[src/rtl/fmul_s2_pkg.sv]
// Shared constants for the FP9 multiplier second stage.
// Holds the FP9 and FP22 format widths, the canonical FP22 quiet NaN
// and the bit positions inside the {NV, DZ, OF, UF, NX} flag vector.
package fmul_s2_pkg;

  // FP9 operand format.
  localparam int unsigned TC_EXPWIDTH       = 5;
  localparam int unsigned TC_PRECISION      = 3;

  // FP22 result format.
  localparam int unsigned TC_FP22_EXPWIDTH  = 8;
  localparam int unsigned TC_FP22_PRECISION = 13;
  localparam int unsigned TC_FP22_BIAS      = 127;
  localparam logic [21:0] TC_FP22_QNAN      = 22'h1FF000;

  // Exception flag bit indices.
  localparam int unsigned TC_FFLAG_W  = 5;
  localparam int unsigned TC_FFLAG_NV = 4;
  localparam int unsigned TC_FFLAG_DZ = 3;
  localparam int unsigned TC_FFLAG_OF = 2;
  localparam int unsigned TC_FFLAG_UF = 1;
  localparam int unsigned TC_FFLAG_NX = 0;

endpackage

[src/rtl/fp_lzc8.sv]
// Leading-one position encoder for an 8-bit vector.
// Ports:
//   in_i  - value to scan
//   pos_o - bit index of the most significant set bit (0 when in_i is zero)
module fp_lzc8 (
  input  logic [7:0] in_i,
  output logic [2:0] pos_o
);

  // Ascending scan so the highest set bit is the last one written.
  always_comb begin
    pos_o = 3'd0;
    for (int unsigned i = 0; i < 8; i++) begin
      if (in_i[i]) begin
        pos_o = 3'(i);
      end
    end
  end

endmodule

[src/rtl/fmul_s2.sv]
// FP9 x FP9 multiplier, second stage: exact significand product,
// normalisation and packing into FP22, behind a two-entry valid/ready pipe.
// Ports:
//   clk_i, rst_i                 - clock, synchronous active-high reset
//   s_valid_i / s_ready_o        - input handshake
//   a_i, b_i                     - raw FP9 operands
//   special_*_i, prod_sign_i     - classification and sign from the first stage
//   rm_i                         - rounding mode, carried through untouched
//   m_valid_o / m_ready_i        - output handshake
//   m_data_o, m_fflags_o, m_rm_o - FP22 product, {NV,DZ,OF,UF,NX}, rounding mode
module fmul_s2
  import fmul_s2_pkg::*;
#(
  parameter int unsigned EXPWIDTH   = TC_EXPWIDTH,
  parameter int unsigned PRECISION  = TC_PRECISION,
  parameter int unsigned OEXPWIDTH  = TC_FP22_EXPWIDTH,
  parameter int unsigned OPRECISION = TC_FP22_PRECISION
) (
  input  logic                              clk_i,
  input  logic                              rst_i,
  input  logic                              s_valid_i,
  output logic                              s_ready_o,
  input  logic [EXPWIDTH+PRECISION:0]       a_i,
  input  logic [EXPWIDTH+PRECISION:0]       b_i,
  input  logic                              special_valid_i,
  input  logic                              special_nan_i,
  input  logic                              special_inf_i,
  input  logic                              special_inv_i,
  input  logic                              special_haszero_i,
  input  logic                              prod_sign_i,
  input  logic [2:0]                        rm_i,
  output logic                              m_valid_o,
  input  logic                              m_ready_i,
  output logic [OEXPWIDTH+OPRECISION:0]     m_data_o,
  output logic [TC_FFLAG_W-1:0]             m_fflags_o,
  output logic [2:0]                        m_rm_o
);

  localparam int unsigned MW   = PRECISION + 1;
  localparam int unsigned PW   = 2 * MW;
  localparam int unsigned OW   = 1 + OEXPWIDTH + OPRECISION;
  // Wide enough that ea' + eb' - 2*bias never wraps.
  localparam int unsigned ESW  = 10;
  localparam int unsigned IBIAS = (1 << (EXPWIDTH - 1)) - 1;
  localparam int unsigned OBIAS = TC_FP22_BIAS;

  // ---------------------------------------------------------------------------
  // Stage P1: operand unpack and exact product
  // ---------------------------------------------------------------------------
  logic [EXPWIDTH-1:0]  ea, eb, ea_adj, eb_adj;
  logic [PRECISION-1:0] fa, fb;
  logic [MW-1:0]        ma, mb;
  logic                 snan_a, snan_b;

  always_comb begin
    ea     = a_i[PRECISION +: EXPWIDTH];
    eb     = b_i[PRECISION +: EXPWIDTH];
    fa     = a_i[PRECISION-1:0];
    fb     = b_i[PRECISION-1:0];
    // Subnormals share the minimum normal exponent but lack the hidden one.
    ea_adj = (ea == '0) ? EXPWIDTH'(1) : ea;
    eb_adj = (eb == '0) ? EXPWIDTH'(1) : eb;
    ma     = {(ea != '0), fa};
    mb     = {(eb != '0), fb};
    snan_a = (&ea) && !fa[PRECISION-1] && (fa != '0);
    snan_b = (&eb) && !fb[PRECISION-1] && (fb != '0);
  end

  logic            p1_valid_q;
  logic [PW-1:0]   p1_prod_q;
  logic [ESW-1:0]  p1_esum_q;
  logic            p1_nan_q, p1_inf_q, p1_zero_q, p1_nv_q, p1_sign_q;
  logic [2:0]      p1_rm_q;

  logic            p2_load;
  logic            p1_advance;

  // P2 can take a beat when it is empty or its beat is leaving this cycle.
  assign p2_load    = !m_valid_o || m_ready_i;
  assign p1_advance = p1_valid_q && p2_load;
  assign s_ready_o  = !p1_valid_q || p1_advance;

  always_ff @(posedge clk_i) begin
    if (rst_i) begin
      p1_valid_q <= 1'b0;
      p1_prod_q  <= '0;
      p1_esum_q  <= '0;
      p1_nan_q   <= 1'b0;
      p1_inf_q   <= 1'b0;
      p1_zero_q  <= 1'b0;
      p1_nv_q    <= 1'b0;
      p1_sign_q  <= 1'b0;
      p1_rm_q    <= '0;
    end else if (s_ready_o) begin
      p1_valid_q <= s_valid_i;
      if (s_valid_i) begin
        p1_prod_q <= PW'(ma) * PW'(mb);
        p1_esum_q <= ESW'(ea_adj) + ESW'(eb_adj) - ESW'(2 * IBIAS);
        p1_nan_q  <= special_valid_i && special_nan_i;
        p1_inf_q  <= special_valid_i && special_inf_i;
        p1_zero_q <= special_valid_i && special_haszero_i;
        p1_nv_q   <= special_inv_i || snan_a || snan_b;
        p1_sign_q <= prod_sign_i;
        p1_rm_q   <= rm_i;
      end
    end
  end

  // ---------------------------------------------------------------------------
  // Stage P2: normalise and pack
  // ---------------------------------------------------------------------------
  logic [2:0]           lead_pos;
  logic [OEXPWIDTH-1:0] exp_biased;
  logic [PW-2:0]        frac_bits;
  logic [OW-1:0]        data_d;
  logic [TC_FFLAG_W-1:0] fflags_d;

  fp_lzc8 u_lzc (
    .in_i  (p1_prod_q),
    .pos_o (lead_pos)
  );

  always_comb begin
    // Product of two (PRECISION)-fraction significands has 2*PRECISION fraction bits.
    exp_biased = OEXPWIDTH'(p1_esum_q + ESW'(lead_pos) + ESW'(OBIAS) - ESW'(2 * PRECISION));
    // Shift the leading one out of the top so the remaining bits are left-aligned.
    frac_bits  = (PW-1)'(p1_prod_q << (3'(PW - 1) - lead_pos));

    if (p1_nan_q) begin
      data_d = OW'(TC_FP22_QNAN);
    end else if (p1_inf_q) begin
      data_d = {p1_sign_q, {OEXPWIDTH{1'b1}}, {OPRECISION{1'b0}}};
    end else if (p1_zero_q) begin
      data_d = {p1_sign_q, {(OW-1){1'b0}}};
    end else begin
      data_d = {p1_sign_q, exp_biased, frac_bits, {(OPRECISION-PW+1){1'b0}}};
    end

    fflags_d              = '0;
    fflags_d[TC_FFLAG_NV] = p1_nv_q;
    fflags_d[TC_FFLAG_DZ] = 1'b0;
    fflags_d[TC_FFLAG_OF] = 1'b0;
    fflags_d[TC_FFLAG_UF] = 1'b0;
    fflags_d[TC_FFLAG_NX] = 1'b0;
  end

  logic                  p2_valid_q;
  logic [OW-1:0]         p2_data_q;
  logic [TC_FFLAG_W-1:0] p2_fflags_q;
  logic [2:0]            p2_rm_q;

  always_ff @(posedge clk_i) begin
    if (rst_i) begin
      p2_valid_q  <= 1'b0;
      p2_data_q   <= '0;
      p2_fflags_q <= '0;
      p2_rm_q     <= '0;
    end else if (p2_load) begin
      p2_valid_q <= p1_valid_q;
      // Payload only moves with a real beat so the outputs never show bubbles.
      if (p1_valid_q) begin
        p2_data_q   <= data_d;
        p2_fflags_q <= fflags_d;
        p2_rm_q     <= p1_rm_q;
      end
    end
  end

  assign m_valid_o  = p2_valid_q;
  assign m_data_o   = p2_data_q;
  assign m_fflags_o = p2_fflags_q;
  assign m_rm_o     = p2_rm_q;

endmodule

[config.mk]
export PLATFORM = sky130hd
export DESIGN_NAME = fmul_s2
export DESIGN_NICKNAME = d
export VERILOG_FILES = /design/src/rtl/fmul_s2_pkg.sv /design/src/rtl/fp_lzc8.sv /design/src/rtl/fmul_s2.sv
export SDC_FILE = /design/constraint.sdc
export NUM_CORES = 1
export LEC_CHECK = 0
export BUFFER_PORTS_ARGS = -buffer_cell sky130_fd_sc_hd__buf_2
export CAP_MARGIN = 20
export CORE_MARGIN = 5
export CORE_UTILIZATION = 55
export CTS_CLUSTER_DIAMETER = 100
export DETAILED_ROUTE_END_ITERATION = 6
export GPL_ROUTABILITY_DRIVEN = 0
export MAX_ROUTING_LAYER = met4
export PLACE_DENSITY = 0.81
export SLEW_MARGIN = 5
export SYNTH_ARGS = -nofsm -noshare
export SYNTH_HDL_FRONTEND = slang
export SYNTH_HIERARCHICAL = 1
export SYNTH_SLANG_ARGS = --single-unit
[constraint.sdc]
create_clock -name clk_i -period 3.7 [get_ports clk_i]
set_input_delay 0.37 -clock clk_i [delete_from_list [all_inputs] [get_ports clk_i]]
set_output_delay 0.37 -clock clk_i [all_outputs]
set_load 0.1 [all_outputs]
==> results of run 1 <==
Yosys cell counts (all sizes together) (4+ instances only):
cell type	count	share of area
a211oi	6	0.017
a21o	4	0.010
a21oi	30	0.052
and2	6	0.013
buf	11	0.027
clkbuf	18	0.023
dfxtp	45	0.31
fa	7	0.048
ha	24	0.10
inv	18	0.023
mux2i	12	0.041
nand2	43	0.055
nand3	7	0.012
nand3b	9	0.023
nand4b	5	0.015
nor2	26	0.033
nor2b	13	0.028
nor3	11	0.019
o21a	5	0.013
o21ai	7	0.012
or3	4	0.0086
or4	7	0.019
through the flow:
stage	utilization	area (µm²)	cells	power (mW)
floorplan	-	2950	364	1.03
global placement	0.616	3170	458	1.12
detailed placement	0.616	3170	458	1.13
CTS	0.633	3260	466	1.44
global route	0.633	3260	466	1.53
finish	0.633	3260	466	1.44
routing by layer:
metal	GRT usage	up-vias	wire length, µm
li1	-	1311	-
met1	0.248	1196	2760
met2	0.342	53	3170
met3	0.0389	11	295
met4	0.0686	0	102
met5	-	-	0
final cells by class:
class                   instances  area, µm²
clock inverters                 3       21.3
well taps                      70       87.6
clock buffers                   5       68.8
repair buffers                 53        273
fillers                       477       1880
inverters                      19       71.3
multi-input cells             271       1830
flip-flops and latches         45        901
how the worst max path moves through the flow:
| stage | from | endpoint | slack [ns] | cells past startpoint |
|---|---|---|---|---|
| 2_1_floorplan | b_i[5] | p1_prod_q[7] | 0.53 | 10 |
| 3_3_place_gp | b_i[5] | p1_prod_q[7] | 0.31 | 11 |
| 3_5_place_dp | b_i[5] | p1_prod_q[7] | 0.27 | 11 |
| 4_1_cts | b_i[5] | p1_prod_q[7] | 0.57 | 11 |
| 5_1_grt | b_i[5] | p1_prod_q[7] | 0.38 | 11 |
| 6_report | b_i[5] | p1_prod_q[7] | 0.56 | 11 |
cell families after synthesis:
logic type	synth area share
and+or+nand+nor	0.264
DFF	0.309
xor gates and xnor gates	0.00601
buffers and inverters	0.0747
adders and majority gates	0.151
muxes	0.0412
other	0.00129
AOI/OAI and AO/OA	0.152
registers in the layout (all words and copies together) (netlist names):
register / flops
m_data_o: 16
p1_prod_q: 8
p1_esum_q: 7
m_rm_o: 3
p1_rm_q: 3
m_fflags_o: 1
m_valid_o: 1
p1_inf_q: 1
p1_nan_q: 1
p1_nv_q: 1
p1_sign_q: 1
p1_valid_q: 1
p1_zero_q: 1
critical path, stage by stage:
cell and delay (ns):
buf_2 0.11, or4_1 0.53, nor2_1 0.23, nor2b_1 0.11, fa_1 0.49, ha_1 0.31, ha_1 0.34, and3_1 0.20
a221o_1 0.34, nor4_1 0.20, nand4b_1 0.13
power breakdown:
part	total, mW	internal, mW	switching, mW	leakage [nW]
Sequential	0.554	0.522	0.0317	0.369
Clock	0.310	0.134	0.175	0.0445
Combinational	0.573	0.190	0.383	1.05
==> results.md, run 1 <==
- F_max: 318 MHz
- Crit Path Class: in -> reg
- Vias per cell: 5.52
- Critical Path RT: 3.94 ns
- Number of synthesized flops with an enable pin: 0
- Period minus WS final: 3.14 ns
- Setup_tns: 0 ns
- Initial Utilization: 0.567
- Hold endpoint: p1_rm_q[0]
- Io pins: 63
- Worst Hold Depth: 3
- Clk sinks: 45
- Post-synth top flop: dfxtp_1
- Reg-to-reg critical path startpoint: p1_prod_q[1]
- Leakage: 1.46 nW
- Mapped cell area: 2910 µm²
- GR Overflow Total: 0
- Setup slack after layout: 0.559 ns
- Final period utilization: 0.849
- Synth Instances: 355
- First-pass GRT wire length: 10600 µm
- DRT antenna net count: 0
- Worst setup SP type: primary input
- Power per Cell Area: 441 nW/µm²
- Data arrival, critical path: 3.38 ns
- Share of layout cells above drive strength 1: 0.172
- Final Max Slew Viols: 0
- Ant diodes: 0
- DP Worst Slack: 0.268 ns
- Commonest non-fill, non-tap cells in the layout: buf_2 (50), dfxtp_1 (45), nand2_1 (43)
- Pin count of the biggest net entering global routing: 59
- Die Ht: 82.8 µm
- R2R cell count: 9
- R2R setup slack: 0.84 ns
- DIE AREA: 6850 µm²
- DR WL/cell: 13.6 µm
- # DRC: 0
- CTS root buf: clkbuf_8
- Fin Hold WS: 0.300 ns
- H-Tree Depth: 2
- Vias in the first global route: 2430
- Synth Register Bits: 45
- Worst Tran Pin Value: 0.940 ns
- Syn_area_per_cell: 8.21 µm²
- Worst min path class: in -> reg
- DRT iter0 DRCs: 152
- Commonest non-fill, non-tap cell in the layout: buf_2
- TritonCTS buffer count: 5
- Cell variety after synth: 46
- DP HPWL: 4860 µm
- Maximum vdd ir drop: 0.293 mV
- Global Route Usage Sum: 0.205
- Row count: 26
- RSZ-0062 raised after global routing: no
- Async SR Flop Fraction: 0
- Final WL: 6330 µm
- Nets: 457
- Clk buf depth: 2
- Worst setup EP type: register
- Status: complete, no violations
- Final Skew: 0.00475 ns
- Die X: 82.8 µm
- Worst Hold Launch: rm_i[0]
- TritonCTS clock tree: built
- Seq/Total Area, Yosys: 0.309
- # Post-CTS Setup Buffers: 0
- Post-CTS Hold Buffers: 0
- Clock insertion delay at the later pin of the skew report: 0.30 ns
- Port bufs: 50
- Initial antenna violation count: 0
- Final Hold Violating Endpoints: 0
- DR vias: 2571
- Clk slew on worst S/H paths: 0.09 ns
- Setup violators final: 0
- Maxcap violations: 0
- Slew HR: 0.373
- RR Endpoint: m_data_o[19]
- Worst-path maximum fanout: 4
- 1st-pass router iterations: 4
- Synth warnings: 6
- Cts repair resizes: 0
- Syn-to-layout area delta: 11.7%
- Total core area: 5140 µm²
No activity file was read; power rests on OpenSTA's default activity.
==> run 2: changes to the inputs <==
- clock period: 3.7 -> 3 ns (I/O delays scaled with it)
==> run 2 against run 1 <==
Effect of this change:
- count of clock-buffer cells in the layout rose by 1
- first-iteration DRC count is 14% lower
- global-route usage rose by 0.49 points
- design area up 5.0%
- clock skew grew 0.0058 ns
- utilization is 3.2 points higher
- routed wire length up 1.8%
- die area stayed put
- via count is 3.0% higher
- combinational power rose by 31%
- sequential share of layout area is 1.3 points lower
- critical endpoint unchanged
- largest cell class unchanged
==> results.md, run 2 (synthesis gave the netlist of run 1 again) <==
- RSZ-0062 raised after global routing: no
- DP HPWL: 4890 µm
- Ant diodes: 0
- Final Hold Violating Endpoints: 0
- Maximum vdd ir drop: 0.335 mV
- Share of layout cells above drive strength 1: 0.212
- DRT iter0 DRCs: 130
- Vias per cell: 5.51
- Final Max Slew Viols: 0
- First-pass GRT wire length: 11000 µm
- Worst Tran Pin Value: 0.985 ns
- Power per Cell Area: 552 nW/µm²
- Port bufs: 50
- Commonest non-fill, non-tap cells in the layout: buf_2 (50), dfxtp_1 (45), nand2_1 (43)
- Commonest non-fill, non-tap cell in the layout: buf_2
- CTS root buf: clkbuf_8
- Final period utilization: 0.955
- Clk sinks: 45
- DRT antenna net count: 0
- Initial antenna violation count: 0
- DR vias: 2647
- Leakage: 1.54 nW
- Clk slew on worst S/H paths: 0.09 ns
- Final WL: 6440 µm
- Maxcap violations: 0
- TritonCTS clock tree: built
- Pin count of the biggest net entering global routing: 59
- Max reg flops: 16
- DR WL/cell: 13.4 µm
- Global Route Usage Sum: 0.209
- Period minus WS final: 2.87 ns
- # DRC: 0
- Worst setup EP type: register
- H-Tree Depth: 2
- Data arrival, critical path: 3.09 ns
- Worst min path class: in -> reg
- Clk buf depth: 2
- Syn-to-layout area delta: 17.3%
- Worst setup SP type: primary input
- Total core area: 5140 µm²
- Slew HR: 0.338
- Post-CTS Hold Buffers: 0
- Io pins: 63
- Status: complete, no violations
- Critical Path RT: 3.23 ns
- Clock insertion delay at the later pin of the skew report: 0.29 ns
- 1st-pass router iterations: 5
- Core Util, Final: 0.665
- GR Overflow Total: 0
- Nets: 471
- Tot Pwr: 1.89 mW
- Worst-path maximum fanout: 2
- F_max: 349 MHz
- DIE AREA: 6850 µm²
- Setup violators final: 0
- Vias in the first global route: 2561
- Initial Utilization: 0.567
- Die X: 82.8 µm
- Final Skew: 0.0106 ns
- Row count: 26
- R2R setup slack: 0.52 ns
- Crit Path Class: in -> reg
- TritonCTS buffer count: 5
- Die Ht: 82.8 µm
-- run 2: changes by cell type in the layout (fill, tap and decap cells not counted), sizes merged --
cell	before	now
buf	53	67
bufinv	0	1
clkbuf	5	6
clkinvlp	1	0
inv	19	18
-- run 2: what timing repair did --
action,CTS,global route
endpoints found under the setup margin,0,1
gates resized for setup,0,2
setup buffers,0,0
-- run 2: final timing paths --
kind | startpoint | endpoint | cells past startpoint
min reg2reg | m_data_o[21] | m_data_o[21] | 2
min | rm_i[2] | p1_rm_q[2] | 3
max | b_i[5] | p1_prod_q[7] | 11
max reg2reg | p1_prod_q[1] | m_data_o[17] | 10
-- run 2: worst max-delay path: stages --
cell and delay, ns:
buf_2 0.10, or4_4 0.57, o21ai_4 0.15, fa_1 0.42, inv_2 0.08, fa_1 0.40
ha_1 0.31, a21o_1 0.17, a221o_1 0.30, nor4_1 0.16, nand4b_1 0.14
-- run 2: final cells by class --
type,count,area (µm²)
multi-input cells,271,1870
fillers,452,1720
flip-flops and latches,45,901
repair buffers,67,378
well taps,70,87.6
clock buffers,6,72.6
inverters,19,71.3
clock inverters,2,38.8
-- run 2: per-stage QoR --
stage	setup WS (ns)	std cells	hold WS (ns)	setup TNS [ns]	area [µm²]
after global routing	0.00375	480	0.229	0	3420
after global placement	-0.186	472	0.439	-0.279	3300
after floorplan	0.000695	364	0.432	0	2980
after detailed placement	-0.237	472	0.444	-0.412	3300
after CTS	0.0546	480	0.229	0	3410
final	0.135	480	0.238	0	3420
-- run 2: per-layer routing --
metal / up-vias / global-route usage / share of wire
li1: 1344 / - / -
met1: 1236 / 0.245 / 0.44
met2: 65 / 0.381 / 0.50
met3: 2 / 0.0302 / 0.054
met4: 0 / 0.0441 / 0.0053
met5: - / - / 0
-- run 2: where the power goes --
group	switching (mW)	internal, mW
Sequential	0.0401	0.644
Combinational	0.485	0.264
Clock	0.202	0.250
Total	0.728	1.16
==> run 3: changes to the inputs <==
- RECOVER_POWER: default -> 100
==> run 3 against run 2 <==
Effect of this change:
- first-iteration DRC count shrank 10%
- via count shrank 0.11%
- maximum frequency grew 0.89%
- combinational power shrank 2%
- critical path type unchanged
- worst hold slack lost 0.0021 ns
- routed wire length grew 0.14%
- global-route usage is the same
- register-to-register slack lost 0.17 ns
- die area is the same
- design area shrank 1.6%
- non-clock buffer count is the same
- count of clock-buffer cells in the layout is the same
==> results.md, run 3 (synthesis gave the netlist of run 1 again) <==
- Status: complete, no violations
- Maximum vdd ir drop: 0.326 mV
- R2R setup slack: 0.35 ns
- Clk buf depth: 2
- Internal power: 1.15 mW
- Pin count of the biggest net entering global routing: 59
- Initial Utilization: 0.567
- FF+latch area: 901 µm²
- Post-CTS Hold Buffers: 0
- RR Endpoint: m_data_o[17]
- Final WL: 6450 µm
- # Post-CTS Setup Buffers: 0
- Busiest grt layer: met2
- Leakage: 1.44 nW
- H-Tree Depth: 2
- Worst min path class: in -> reg
- Met2 GRT Util: 0.381
- FILL cells: 461
- # DRC: 0
- Worst Hold Depth: 3
- Nets: 471
- DRT antenna net count: 0
- DP Worst Slack: -0.237 ns
- Part of the power in registers: 0.365
- Vias per cell: 5.51
- First-pass GRT wire length: 11000 µm
- Placed instance area: 3300 µm²
- Setup slack after layout: 0.160 ns
- Data arrival, critical path: 3.07 ns
- Worst setup SP type: primary input
- Clock insertion delay at the later pin of the skew report: 0.30 ns
- Worst-path maximum fanout: 2
- Ant diodes: 0
- DIE AREA: 6850 µm²
- Power per Cell Area: 557 nW/µm²
- DP HPWL: 4890 µm
- Final instance area: 3370 µm²
- Hold endpoint: p1_rm_q[2]
- Maxcap violations: 0
- DRT iter0 DRCs: 117
- Critical Path RT: 3.23 ns
- Row count: 26
- Final Hold Violating Endpoints: 0
- TritonCTS buffer count: 5
- Initial antenna violation count: 0
- Net Sw Frac: 0.388
- Setup_tns: 0 ns
- RSZ-0062 raised after global routing: no
- Vias in the first global route: 2561
- Commonest non-fill, non-tap cells in the layout: dfxtp_1 (45), nand2_1 (43), a21oi_1 (29)
- Crit Path Class: in -> reg
- F_max: 352 MHz
- Port bufs: 50
- GR Overflow Total: 0
- Final Skew: 0.0107 ns
- 1st-pass router iterations: 4
- Final Max Slew Viols: 0
- Clock power share: 0.241
- DR WL/cell: 13.4 µm
- Clk sinks: 45
- Final period utilization: 0.947
- Worst Tran Pin Value: 1.17 ns
- Area of the multi-input gates: 1860 µm²
- Met3 usage: 0.0302
- Io pins: 63
- Met1 Use GR: 0.245
- Die X: 82.8 µm
- Max reg flops: 16
- Die Ht: 82.8 µm
- Worst setup EP type: register
- TritonCTS clock tree: built
- CTS root buf: clkbuf_8
- Reg-to-reg critical path startpoint: p1_prod_q[1]
- Slew HR: 0.220
- Global Route Usage Sum: 0.209
- Clk slew on worst S/H paths: 0.09 ns
- Switching pwr: 727 µW
- Total core area: 5140 µm²
- Syn-to-layout area delta: 15.5%
- Worst Hold Launch: rm_i[2]
- Share of layout cells above drive strength 1: 0.144
- Setup violators final: 0
- R2R cell count: 10
- DR vias: 2644
- Commonest non-fill, non-tap cell in the layout: dfxtp_1
- Logic pwr share: 0.393
- Core Util, Final: 0.655
- Period minus WS final: 2.84 ns
## run 3: cell types whose count changed in the layout (fill, tap and decap cells not counted), sizes merged
cell	delta
buf	-25
clkbuf	+25
## run 3: per-stage QoR
| step | std cells | hold slack, ns | total power, mW |
|---|---|---|---|
| 2_1_floorplan | 364 | 0.432 | 1.29 |
| 3_3_place_gp | 472 | 0.439 | 1.42 |
| 3_5_place_dp | 472 | 0.444 | 1.44 |
| 4_1_cts | 480 | 0.229 | 1.89 |
| 5_1_grt | 480 | 0.229 | 1.99 |
| 6_report | 480 | 0.236 | 1.87 |
## run 3: worst max-delay path by stage
| stage | cells after the start | startpoint | endpoint |
|---|---|---|---|
| floorplan | 10 | b_i[5] | p1_prod_q[7] |
| global placement | 11 | b_i[5] | p1_prod_q[7] |
| detailed placement | 11 | b_i[5] | p1_prod_q[7] |
| CTS | 11 | b_i[5] | p1_prod_q[7] |
| global route | 11 | b_i[5] | p1_prod_q[7] |
| finish | 11 | b_i[5] | p1_prod_q[7] |
## run 3: cell type report
cell class,count,share of cell area
inverters,19,0.0212
multi-input cells,271,0.551
well taps,70,0.0260
clock buffers,6,0.0216
repair buffers,67,0.101
flip-flops and latches,45,0.268
clock inverters,2,0.0115
## run 3: power groups by stage
stage | sequential, mW | clock [mW] | combinational, mW
2_1_floorplan | 0.819 | 0 | 0.466
3_3_place_gp | 0.694 | 0 | 0.727
3_5_place_dp | 0.697 | 0 | 0.741
4_1_cts | 0.684 | 0.460 | 0.748
5_1_grt | 0.692 | 0.483 | 0.815
6_report | 0.685 | 0.452 | 0.737
## run 3: layer usage
layer	wire length (µm)	vias up	share of wire
met2	3220	61	0.50
li1	-	1340	-
met1	2870	1239	0.44
met5	0	-	0
met3	313	4	0.049
met4	50	0	0.0078
## run 3: critical path: stages
cell and delay, ns:
buf_2 0.10, or4_4 0.55, o21ai_4 0.15, fa_1 0.42
inv_2 0.08, fa_1 0.40, ha_1 0.31, a21o_1 0.17
a221o_1 0.31, nor4_1 0.16, nand4b_1 0.14
## run 3: repair_timing
item / CTS / global route
endpoints found under the hold margin: 0 / 0
gates resized for setup: 0 / 2
endpoints found under the setup margin: 0 / 1
